$ cat src/rtl/multicycle_control.sv
// Control FSM for a multicycle RV32I core: sequences fetch, decode, execute,
// memory and write-back, trapping on illegal instructions or memory-ack timeout.
module multicycle_control #(
    parameter int unsigned TIMEOUT = 16,
    parameter int unsigned EN_BH   = 1,
    parameter int unsigned EN_SLT  = 1
) (
    input  logic        clk,
    input  logic        rst_n,
    input  logic [31:0] inst,
    input  logic        imem_ack,
    input  logic        dram_ack,
    input  logic        breq,
    input  logic        brlt,
    output logic        imem_req,
    output logic        ir_we,
    output logic        pc_we,
    output logic        npc_op,
    output logic        rf_we,
    output logic        brun,
    output logic        asel,
    output logic        bsel,
    output logic        dram_req,
    output logic        dram_we,
    output logic        mem_unsigned,
    output logic        illegal,
    output logic        bus_err,
    output logic [1:0]  wbsel,
    output logic [3:0]  alu_op,
    output logic [2:0]  sext_op,
    output logic [1:0]  mem_size,
    output logic [2:0]  state
);

    localparam int unsigned CNT_W = 8;
    localparam logic [CNT_W-1:0] CNT_LAST = CNT_W'(TIMEOUT - 1);
    localparam bit BH_ON  = (EN_BH != 0);
    localparam bit SLT_ON = (EN_SLT != 0);

    localparam logic [6:0] OPC_LUI    = 7'b0110111;
    localparam logic [6:0] OPC_AUIPC  = 7'b0010111;
    localparam logic [6:0] OPC_JAL    = 7'b1101111;
    localparam logic [6:0] OPC_JALR   = 7'b1100111;
    localparam logic [6:0] OPC_BRANCH = 7'b1100011;
    localparam logic [6:0] OPC_LOAD   = 7'b0000011;
    localparam logic [6:0] OPC_STORE  = 7'b0100011;
    localparam logic [6:0] OPC_OPIMM  = 7'b0010011;
    localparam logic [6:0] OPC_OP     = 7'b0110011;

    localparam logic [3:0] ALU_ADD   = 4'd0;
    localparam logic [3:0] ALU_SUB   = 4'd1;
    localparam logic [3:0] ALU_AND   = 4'd2;
    localparam logic [3:0] ALU_OR    = 4'd3;
    localparam logic [3:0] ALU_XOR   = 4'd4;
    localparam logic [3:0] ALU_SLL   = 4'd5;
    localparam logic [3:0] ALU_SRL   = 4'd6;
    localparam logic [3:0] ALU_SRA   = 4'd7;
    localparam logic [3:0] ALU_PASSB = 4'd8;
    localparam logic [3:0] ALU_SLT   = 4'd9;
    localparam logic [3:0] ALU_SLTU  = 4'd10;

    localparam logic [2:0] SEXT_I = 3'd0;
    localparam logic [2:0] SEXT_S = 3'd1;
    localparam logic [2:0] SEXT_U = 3'd2;
    localparam logic [2:0] SEXT_J = 3'd3;
    localparam logic [2:0] SEXT_B = 3'd4;

    typedef enum logic [2:0] {
        S_IF   = 3'd0,
        S_ID   = 3'd1,
        S_EX   = 3'd2,
        S_MEM  = 3'd3,
        S_WB   = 3'd4,
        S_TRAP = 3'd5
    } state_e;

    state_e           state_q, state_d;
    logic [CNT_W-1:0] cnt_q, cnt_d;
    logic             ill_q, ill_d;
    logic             berr_q, berr_d;

    logic [6:0] opcode;
    logic [2:0] funct3;
    logic [6:0] funct7;
    logic       is_lui, is_auipc, is_jal, is_jalr, is_br;
    logic       is_load, is_store, is_opimm, is_op;
    logic       dec_legal;
    logic [3:0] dec_alu;
    logic [2:0] dec_sext;
    logic [3:0] alu_f3;
    logic       br_taken;
    logic       timeout;
    logic       unused_inst;

    assign opcode      = inst[6:0];
    assign funct3      = inst[14:12];
    assign funct7      = inst[31:25];
    assign timeout     = (cnt_q == CNT_LAST);
    assign state       = state_q;
    assign unused_inst = ^{inst[24:15], inst[11:7]};

    // Instruction class, legality and the ALU/immediate codes held from ID on.
    always_comb begin
        is_lui    = 1'b0;
        is_auipc  = 1'b0;
        is_jal    = 1'b0;
        is_jalr   = 1'b0;
        is_br     = 1'b0;
        is_load   = 1'b0;
        is_store  = 1'b0;
        is_opimm  = 1'b0;
        is_op     = 1'b0;
        dec_legal = 1'b0;
        dec_alu   = ALU_ADD;
        dec_sext  = SEXT_I;
        alu_f3    = ALU_ADD;
        case (funct3)
            3'b001:  alu_f3 = ALU_SLL;
            3'b010:  alu_f3 = ALU_SLT;
            3'b011:  alu_f3 = ALU_SLTU;
            3'b100:  alu_f3 = ALU_XOR;
            3'b101:  alu_f3 = inst[30] ? ALU_SRA : ALU_SRL;
            3'b110:  alu_f3 = ALU_OR;
            3'b111:  alu_f3 = ALU_AND;
            default: alu_f3 = ALU_ADD;
        endcase
        case (opcode)
            OPC_LUI: begin
                is_lui    = 1'b1;
                dec_legal = 1'b1;
                dec_alu   = ALU_PASSB;
                dec_sext  = SEXT_U;
            end
            OPC_AUIPC: begin
                is_auipc  = 1'b1;
                dec_legal = 1'b1;
                dec_sext  = SEXT_U;
            end
            OPC_JAL: begin
                is_jal    = 1'b1;
                dec_legal = 1'b1;
                dec_sext  = SEXT_J;
            end
            OPC_JALR: begin
                is_jalr   = 1'b1;
                dec_legal = (funct3 == 3'b000);
            end
            OPC_BRANCH: begin
                is_br     = 1'b1;
                dec_sext  = SEXT_B;
                dec_legal = funct3[2] ? (!funct3[1] || SLT_ON) : !funct3[1];
            end
            OPC_LOAD: begin
                is_load   = 1'b1;
                dec_legal = (funct3 == 3'b010) || (BH_ON && !funct3[1]);
            end
            OPC_STORE: begin
                is_store  = 1'b1;
                dec_sext  = SEXT_S;
                dec_legal = (funct3 == 3'b010) || (BH_ON && funct3[2:1] == 2'b00);
            end
            OPC_OPIMM: begin
                is_opimm = 1'b1;
                dec_alu  = alu_f3;
                case (funct3)
                    3'b001:         dec_legal = (funct7 == 7'b0000000);
                    3'b101:         dec_legal = (funct7 == 7'b0000000) || (funct7 == 7'b0100000);
                    3'b010, 3'b011: dec_legal = SLT_ON;
                    default:        dec_legal = 1'b1;
                endcase
            end
            OPC_OP: begin
                is_op   = 1'b1;
                dec_alu = (funct3 == 3'b000 && inst[30]) ? ALU_SUB : alu_f3;
                if (funct7 == 7'b0000000) begin
                    dec_legal = (funct3[2:1] != 2'b01) || SLT_ON;
                end else if (funct7 == 7'b0100000) begin
                    dec_legal = (funct3 == 3'b000) || (funct3 == 3'b101);
                end
            end
            default: dec_legal = 1'b0;
        endcase
    end

    always_comb begin
        case (funct3)
            3'b000:         br_taken = breq;
            3'b001:         br_taken = !breq;
            3'b100, 3'b110: br_taken = brlt;
            default:        br_taken = !brlt;
        endcase
    end

    always_ff @(posedge clk or negedge rst_n) begin
        if (!rst_n) begin
            state_q <= S_IF;
            cnt_q   <= '0;
            ill_q   <= 1'b0;
            berr_q  <= 1'b0;
        end else begin
            state_q <= state_d;
            cnt_q   <= cnt_d;
            ill_q   <= ill_d;
            berr_q  <= berr_d;
        end
    end

    // Next state and per-state controls; the wait counter restarts on any state entry.
    always_comb begin
        state_d      = state_q;
        cnt_d        = '0;
        ill_d        = ill_q;
        berr_d       = berr_q;
        imem_req     = 1'b0;
        ir_we        = 1'b0;
        pc_we        = 1'b0;
        npc_op       = 1'b0;
        rf_we        = 1'b0;
        brun         = 1'b0;
        asel         = 1'b0;
        bsel         = 1'b0;
        dram_req     = 1'b0;
        dram_we      = 1'b0;
        mem_unsigned = 1'b0;
        illegal      = 1'b0;
        bus_err      = 1'b0;
        wbsel        = 2'd0;
        alu_op       = 4'd0;
        sext_op      = 3'd0;
        mem_size     = 2'd0;
        case (state_q)
            S_IF: begin
                imem_req = rst_n;
                if (imem_ack) begin
                    ir_we   = rst_n;
                    state_d = S_ID;
                end else if (timeout) begin
                    state_d = S_TRAP;
                    berr_d  = 1'b1;
                end else begin
                    cnt_d = cnt_q + CNT_W'(1);
                end
            end
            S_ID: begin
                alu_op  = dec_alu;
                sext_op = dec_sext;
                if (dec_legal) begin
                    state_d = S_EX;
                end else begin
                    state_d = S_TRAP;
                    ill_d   = 1'b1;
                end
            end
            S_EX: begin
                alu_op  = dec_alu;
                sext_op = dec_sext;
                if (is_br) begin
                    pc_we   = 1'b1;
                    bsel    = 1'b1;
                    npc_op  = br_taken;
                    brun    = funct3[1];
                    state_d = S_IF;
                end else if (is_jal || is_jalr) begin
                    rf_we   = 1'b1;
                    pc_we   = 1'b1;
                    npc_op  = 1'b1;
                    asel    = is_jalr;
                    bsel    = 1'b1;
                    state_d = S_IF;
                end else if (is_load || is_store) begin
                    asel    = 1'b1;
                    bsel    = 1'b1;
                    state_d = S_MEM;
                end else begin
                    asel    = is_op || is_opimm;
                    bsel    = is_opimm || is_lui || is_auipc;
                    state_d = S_WB;
                end
            end
            S_MEM: begin
                alu_op       = dec_alu;
                sext_op      = dec_sext;
                dram_req     = 1'b1;
                dram_we      = is_store;
                mem_size     = funct3[1:0];
                mem_unsigned = funct3[2];
                if (dram_ack) begin
                    if (is_store) begin
                        pc_we   = 1'b1;
                        state_d = S_IF;
                    end else begin
                        state_d = S_WB;
                    end
                end else if (timeout) begin
                    state_d = S_TRAP;
                    berr_d  = 1'b1;
                end else begin
                    cnt_d = cnt_q + CNT_W'(1);
                end
            end
            S_WB: begin
                alu_op  = dec_alu;
                sext_op = dec_sext;
                rf_we   = 1'b1;
                pc_we   = 1'b1;
                wbsel   = is_load ? 2'd2 : 2'd1;
                state_d = S_IF;
            end
            S_TRAP: begin
                illegal = ill_q;
                bus_err = berr_q;
            end
            default: state_d = S_IF;
        endcase
    end

endmodule

$ cat config.mk
export PLATFORM = sky130hd
export DESIGN_NAME = multicycle_control
export DESIGN_NICKNAME = d
export VERILOG_FILES = /design/src/rtl/multicycle_control.sv
export SDC_FILE = /design/constraint.sdc
export NUM_CORES = 1
export LEC_CHECK = 0
export CORE_ASPECT_RATIO = 0.8
export CORE_MARGIN = 5
export CORE_UTILIZATION = 27
export DETAILED_ROUTE_END_ITERATION = 10
export PLACE_DENSITY = 0.7
export SLEW_MARGIN = 20
export SYNTH_ARGS = -nofsm -noshare
export SYNTH_HDL_FRONTEND = slang
export SYNTH_SLANG_ARGS = --single-unit
$ cat constraint.sdc
create_clock -name clk -period 4.85 [get_ports clk]
set_input_delay 0.7275 -clock clk [delete_from_list [all_inputs] [get_ports clk]]
set_output_delay 0.7275 -clock clk [all_outputs]
set_load 0.01 [all_outputs]
==> results by group <==
Synth
  • Synth top cells by count: 20 x nor2_1, 14 x nand2_1, 13 x dfrtp_1
  • Cells after synthesis: ~160
  • Area contributors post-synth: dfrtp_1 27%, nor2_1 6.3%, and3_1 5.2%, nand2_1 4.4%, nor3_1 3.8%
  • Post-synth ARST share: between 90% and 100%
  • Ys flop type: dfrtp_1
  • Yosys top cell by area: dfrtp_1
  • Most common cell in the netlist: nor2_1
  • Synth Cell Area: roughly 1200 sq um
  • Yosys cell types: 40
  • Register area share after synthesis: between 20% and 30%
  • Top cell type's share of synthesized area: 27.1%
  • Yosys Warn Count: 0
  • Mapped Nets: a little over 200
  • Syn avg cell area: ~7.4 sq um
  • Number of synthesized flops with an enable pin: 0
  • Register bit total from synthesis: 13

STA
  • Fin crit share: between 70 and 80%
  • Hold Vio Cnt, Final: 0
  • RSZ-0062 raised after global routing: no
  • Post-route setup TNS: 0 ps
  • Worst slew pin tran: roughly 600 ps
  • Fmax: 268 MHz
  • Fin. max-slew vios: 0
  • Clock Skew: 2.71 ps
  • Slew headroom: between 60% and 70%
  • Hold slack final: ~450 ps
  • Final setup violation count: 0
  • Period minus WS final: approximately 3700 ps
  • PnR worst setup slack: between 1000 and 1500 ps

Power and ir drop
  • Lkg Pwr: ~0.70 nW
  • Peak supply drop: 86.7 uV
  • Total power per unit cell area: 142 nW/um^2
  • Overall Power: 248 uW

Finish
  • Util after Layout: around 41%
  • Layout area overhead: 45.7%
  • Fill count: 440
  • Fin nets: between 200 and 250
  • Share of post-route cells with drive strength above 1: 1.97%
  • Antenna diode count: 0

Setup path
  • Crit-path max FO: 9
  • Crit path kind: input pin to output pin
  • Startpoint types: input pin
  • Signal arrival time at the worst endpoint: about 3000 ps
  • Worst R2R Start: state[0]
  • Critical Path RT: ~4000 ps
  • Crit path from: inst[2]
  • CP endpoint kind: output pin

Placement
  • Post-DP HPWL: around 2700 um
  • Worst slack at placement: about 1100 ps
  • Final GP Congestion: 0.805
  • Number of I/O port buffers: 49

CTS
  • CTS clk-pin slew, worst paths: 50 ps
  • CTS sink cnt: 13
  • Cts bufs inserted: 3
  • CTS resizes: 0
  • Post-CTS Setup Bufs: 0
  • CTS tree: built
  • Clock Tree Buf Depth: 2
  • CTS root buf: clkbuf_8
  • Hold-fix buffers, CTS: 0
  • Deepest level of the CTS H-tree: 1
  • Clk_lat worst skew: roughly 230 ps

Global route
  • Vias in the first global route: approximately 1300
  • M3 GR Usage: around 2.0%
  • All-Layer GR Usage: between 10% and 20%
  • Global-route wire length before repair: 6000 um
  • Largest net degree at the start of global routing: 20
  • GRT overflow: 0
  • GR Util met2: 18.8%
  • GR Util met1: about 17%
  • Initial antenna violation count: 0
  • Gr busiest metal: met2

Routing
  • Routed Antenna Nets: 0
  • First-pass detailed-route iteration total: 4
  • 1st-iter DRT viols: slightly above 100
  • DRC: 0
  • Vias per cell: ~5
  • Routed Wire Length: 3420 um
  • Wirelength per Cell: 13.2 um
  • Vias post-DR: 1299

Status
  • Status: complete, no violations

Hold path
  • Hold_sp: ill_q
  • Hold Path Class: flop to flop

Die
  • Starting Density: 28.4%
  • Die ar.: slightly below 6000 sq um
  • Io pins: 65
  • Core footprint: ~4200 sq um
  • Die W: 84.5 um
  • Cell Rows: 21
  • Chip height: between 60 and 70 um

Flow run
  • Max Cap Viol: 0
## routing by layer
layer / vias up / routed length [um]
met4: 0 / 27
li1: 657 / -
met5: - / 0
met3: 2 / 212
met2: 41 / 1510
met1: 599 / 1670
## area by class of cell
cell class                 instances  area (sq um)  share of cell area [%]
multi-input combinational        133           801                    45.8
timing repair buffer              49           490                    28.1
sequential                        13           325                    18.6
tap                               57          71.3                    4.08
clock buffer                       4          45.0                    2.58
inverter                           4          15.0                   0.859
## worst max-delay path, stage by stage
cell and delay (ps):
clkdlybuf4s50_1 520, or2_1 340, nor3_1 410, nand3_1 220, nor3_1 210, clkdlybuf4s50_1 560
## layout by cell type (no fill, tap or decap), types with 2 or more instances in the layout
cell,n
and2_1,2
o31ai_1,3
a21oi_1,8
a21boi_0,2
nand2_1,14
nor2b_1,5
nor2_1,20
o211ai_1,2
and3b_1,2
nand3_1,5
and3_1,10
clkdlybuf4s50_1,49
nand2b_1,6
and4b_1,4
inv_1,4
nor4_1,2
a21o_1,2
o21ai_0,9
xnor2_1,4
o21a_1,2
o21bai_1,2
nor3_1,9
clkbuf_8,3
or4_1,2
dfrtp_1,13
xor2_1,5
## power breakdown
group	switching [mW]	internal, mW	leakage [nW]	total, mW
logic	0.0220	0.0244	0.511	0.0463
clock network	0.0346	0.0578	0.0228	0.0924
registers	0.000222	0.109	0.164	0.109
total	0.0568	0.191	0.697	0.248
## final timing paths
| kind | endpoint | slack, ps | depth (start not counted) |
|---|---|---|---|
| max | alu_op[2] | 1120 | 6 |
| min in group asynchronous | cnt_q[5] | 870 | 1 |
| min reg2reg | ill_q | 450 | 2 |
| min | ill_q | 450 | 2 |
| max reg2reg | state[1] | 2980 | 5 |
| max in group asynchronous | ill_q | 3600 | 1 |
## per-stage QoR
| step | instance area [sq um] | cells |
|---|---|---|
| 4_1_cts | 1750 | 260 |
| 2_1_floorplan | 1200 | 163 |
| 3_3_place_gp | 1700 | 256 |
| 6_report | 1750 | 260 |
| 3_5_place_dp | 1700 | 256 |
| 5_1_grt | 1750 | 260 |
## logic make-up (layout without fill, tap and decap cells)
group	Yosys count	after routing	synth area share, %
adders and majority gates	1	1	1.04
xor gates and xnor gates	9	9	6.57
AOI/OAI and AO/OA	38	38	21.2
DFF	13	13	27.1
buffers and inverters	17	57	6.15
and+or+nand+nor	85	85	38.0
## flip-flops by register name, summed over array words and instances, names as in the netlist
register	count
berr_q	1
cnt_q	8
ill_q	1
state	3
Power figures use the tool's default switching activity.
==> patch (same settings) <==
Change the localparam `CNT_W` from 8 to 7.
--- a/src/rtl/multicycle_control.sv
+++ b/src/rtl/multicycle_control.sv
@@ -32,7 +32,7 @@
     output logic [2:0]  state
 );
 
-    localparam int unsigned CNT_W = 8;
+    localparam int unsigned CNT_W = 7;
     localparam logic [CNT_W-1:0] CNT_LAST = CNT_W'(TIMEOUT - 1);
     localparam bit BH_ON  = (EN_BH != 0);
     localparam bit SLT_ON = (EN_SLT != 0);
Function: no difference found for any inputs over 10 cycles, from zero or initial values and one cycle with rst_n low; that may be too few to reach the edited logic, so the function may still have changed.
==> patch against the original RTL <==
- setup slack worse by 36 ps
- largest cell class unchanged
- area after synthesis down 6.3%
- non-clock buffer count unchanged
- critical path type unchanged
- critical path depth unchanged
- routed wire length up 3.0%
- design area down 3.4%
- sequential cell count down 1
Power is not compared: it rests on default switching activity, and its combinational part moved more than twofold at a synthesized area within 25%.
==> patch: results (changes against the original RTL) <==
| Metric | Value |
|---|---|
| Metal-1 WL | 1589 um (-4.9%) |
| Non-clk buf share | 0.2906 (+0.009985) |
| Final #Nets | 239 (-1.6%) |
| Vias post-DR | 1350 (+3.9%) |
| GR Util met3 | 0.04267 (+0.02248) |
| CP startpoint | inst[5] |
| Slack of the worst reg-to-reg path | 2920 ps (-60 ps) |
| Multi-In Gates | 127 (-4.5%) |
| Synth Area in Compound Gates | 0.2191 (+0.007454) |
| GRT Resource Usage Total | 0.1283 (+0.009254) |
| Vias in the first global route | 1185 (-7.0%) |
| Worst stage delay on the critical path | 670 ps (+110 ps) |
| DR WL met3 | 381 um (+80%) |
| Synth cell types | 46 (+15%) |
| Routing usage on met2 | 0.1976 (+0.009918) |
| Clock-cell share of area | 0.03262 (+0.006847) |
| Hpwl dp | 2763 um (+1.6%) |
| Gpl congestion | 1.010 (+26%) |
| R2r endpoint | state[1] |
| Met1 usage | 0.1730 (+0.004372) |
| Avg Cell Area, Syn | 7.352 um2 (-0.13%) |
| Commonest cells in the netlist | 25 x nor2_1, 12 x a21oi_1, 12 x dfrtp_1, 11 x nand2_1, 9 x nor3_1 |
| Sequential share of cell area | 0.1779 (-0.008203) |
| Fin Clk Skew | 1.839 ps (-0.8693 ps) |
| Fill cells | 424 (-3.6%) |
| Footprint of the multi-input gates | 744.5 um2 (-7.0%) |
| FF-to-FF path depth | 6 (+1) |
| Largest register FFs | 7 (-1) |
| Inverter count | 7 (+3) |
| Sequential cell area fraction in the yosys report | 0.2670 (-0.004152) |
| Largest net degree at the start of global routing | 15 (-25%) |
| Slew margin rel. | 0.5416 (-0.06344) |
| Critical Path AT | 3040 ps (+40 ps) |
| Status | complete, no violations |
| Vias per std cell | 5.273 (+5.5%) |
| Global-route wire length before repair | 5678 um (-5.4%) |
| Share of post-route cells with drive strength above 1 | 0.05528 (+0.03557) |
| Met2 WL | 1549 um (+2.4%) |
| Top cells by area, synth | dfrtp_1 27%, nor2_1 8.3%, a21oi_1 5.3% |
| Initial DRC Count | 156 (+54%) |
| First-pass DRT Iterations | 5 (+1) |
| Routed length per placed instance | 13.78 um (+4.6%) |
| RR Startpoint | cnt_q[0] |
| Synth Register Bits | 12 (-1) |
==> patch: cell count changes after synthesis, moves of 4 or more <==
cell      change
a21oi_1       +4
and4b_1       -4
clkbuf_1      -9
nand2b_1      -4
nor2_1        +5
==> patch: per-stage QoR <==
stage	hold WS [ps]	power (W)	worst slack [ps]	cell area, um2	util
finish	451.8	0.0004460	1087	1688	0.4118
global placement	440.9	0.0003366	1068	1633	0.3984
floorplan	420.3	0.0002447	2392	1125	-
global route	468.5	0.0004762	923.9	1688	0.4118
CTS	451.4	0.0004463	1148	1688	0.4118
detailed placement	439.8	0.0003378	1150	1633	0.3984
==> patch: power by group through the flow <==
stage / Sequential (W) / Clock [W] / Combinational, W
2_1_floorplan: 0.000122 / 0 / 0.000123
3_3_place_gp: 0.000137 / 0 / 0.000199
3_5_place_dp: 0.000138 / 0 / 0.000200
4_1_cts: 0.000137 / 0.000109 / 0.000201
5_1_grt: 0.000141 / 0.000112 / 0.000223
6_report: 0.000137 / 0.000107 / 0.000202
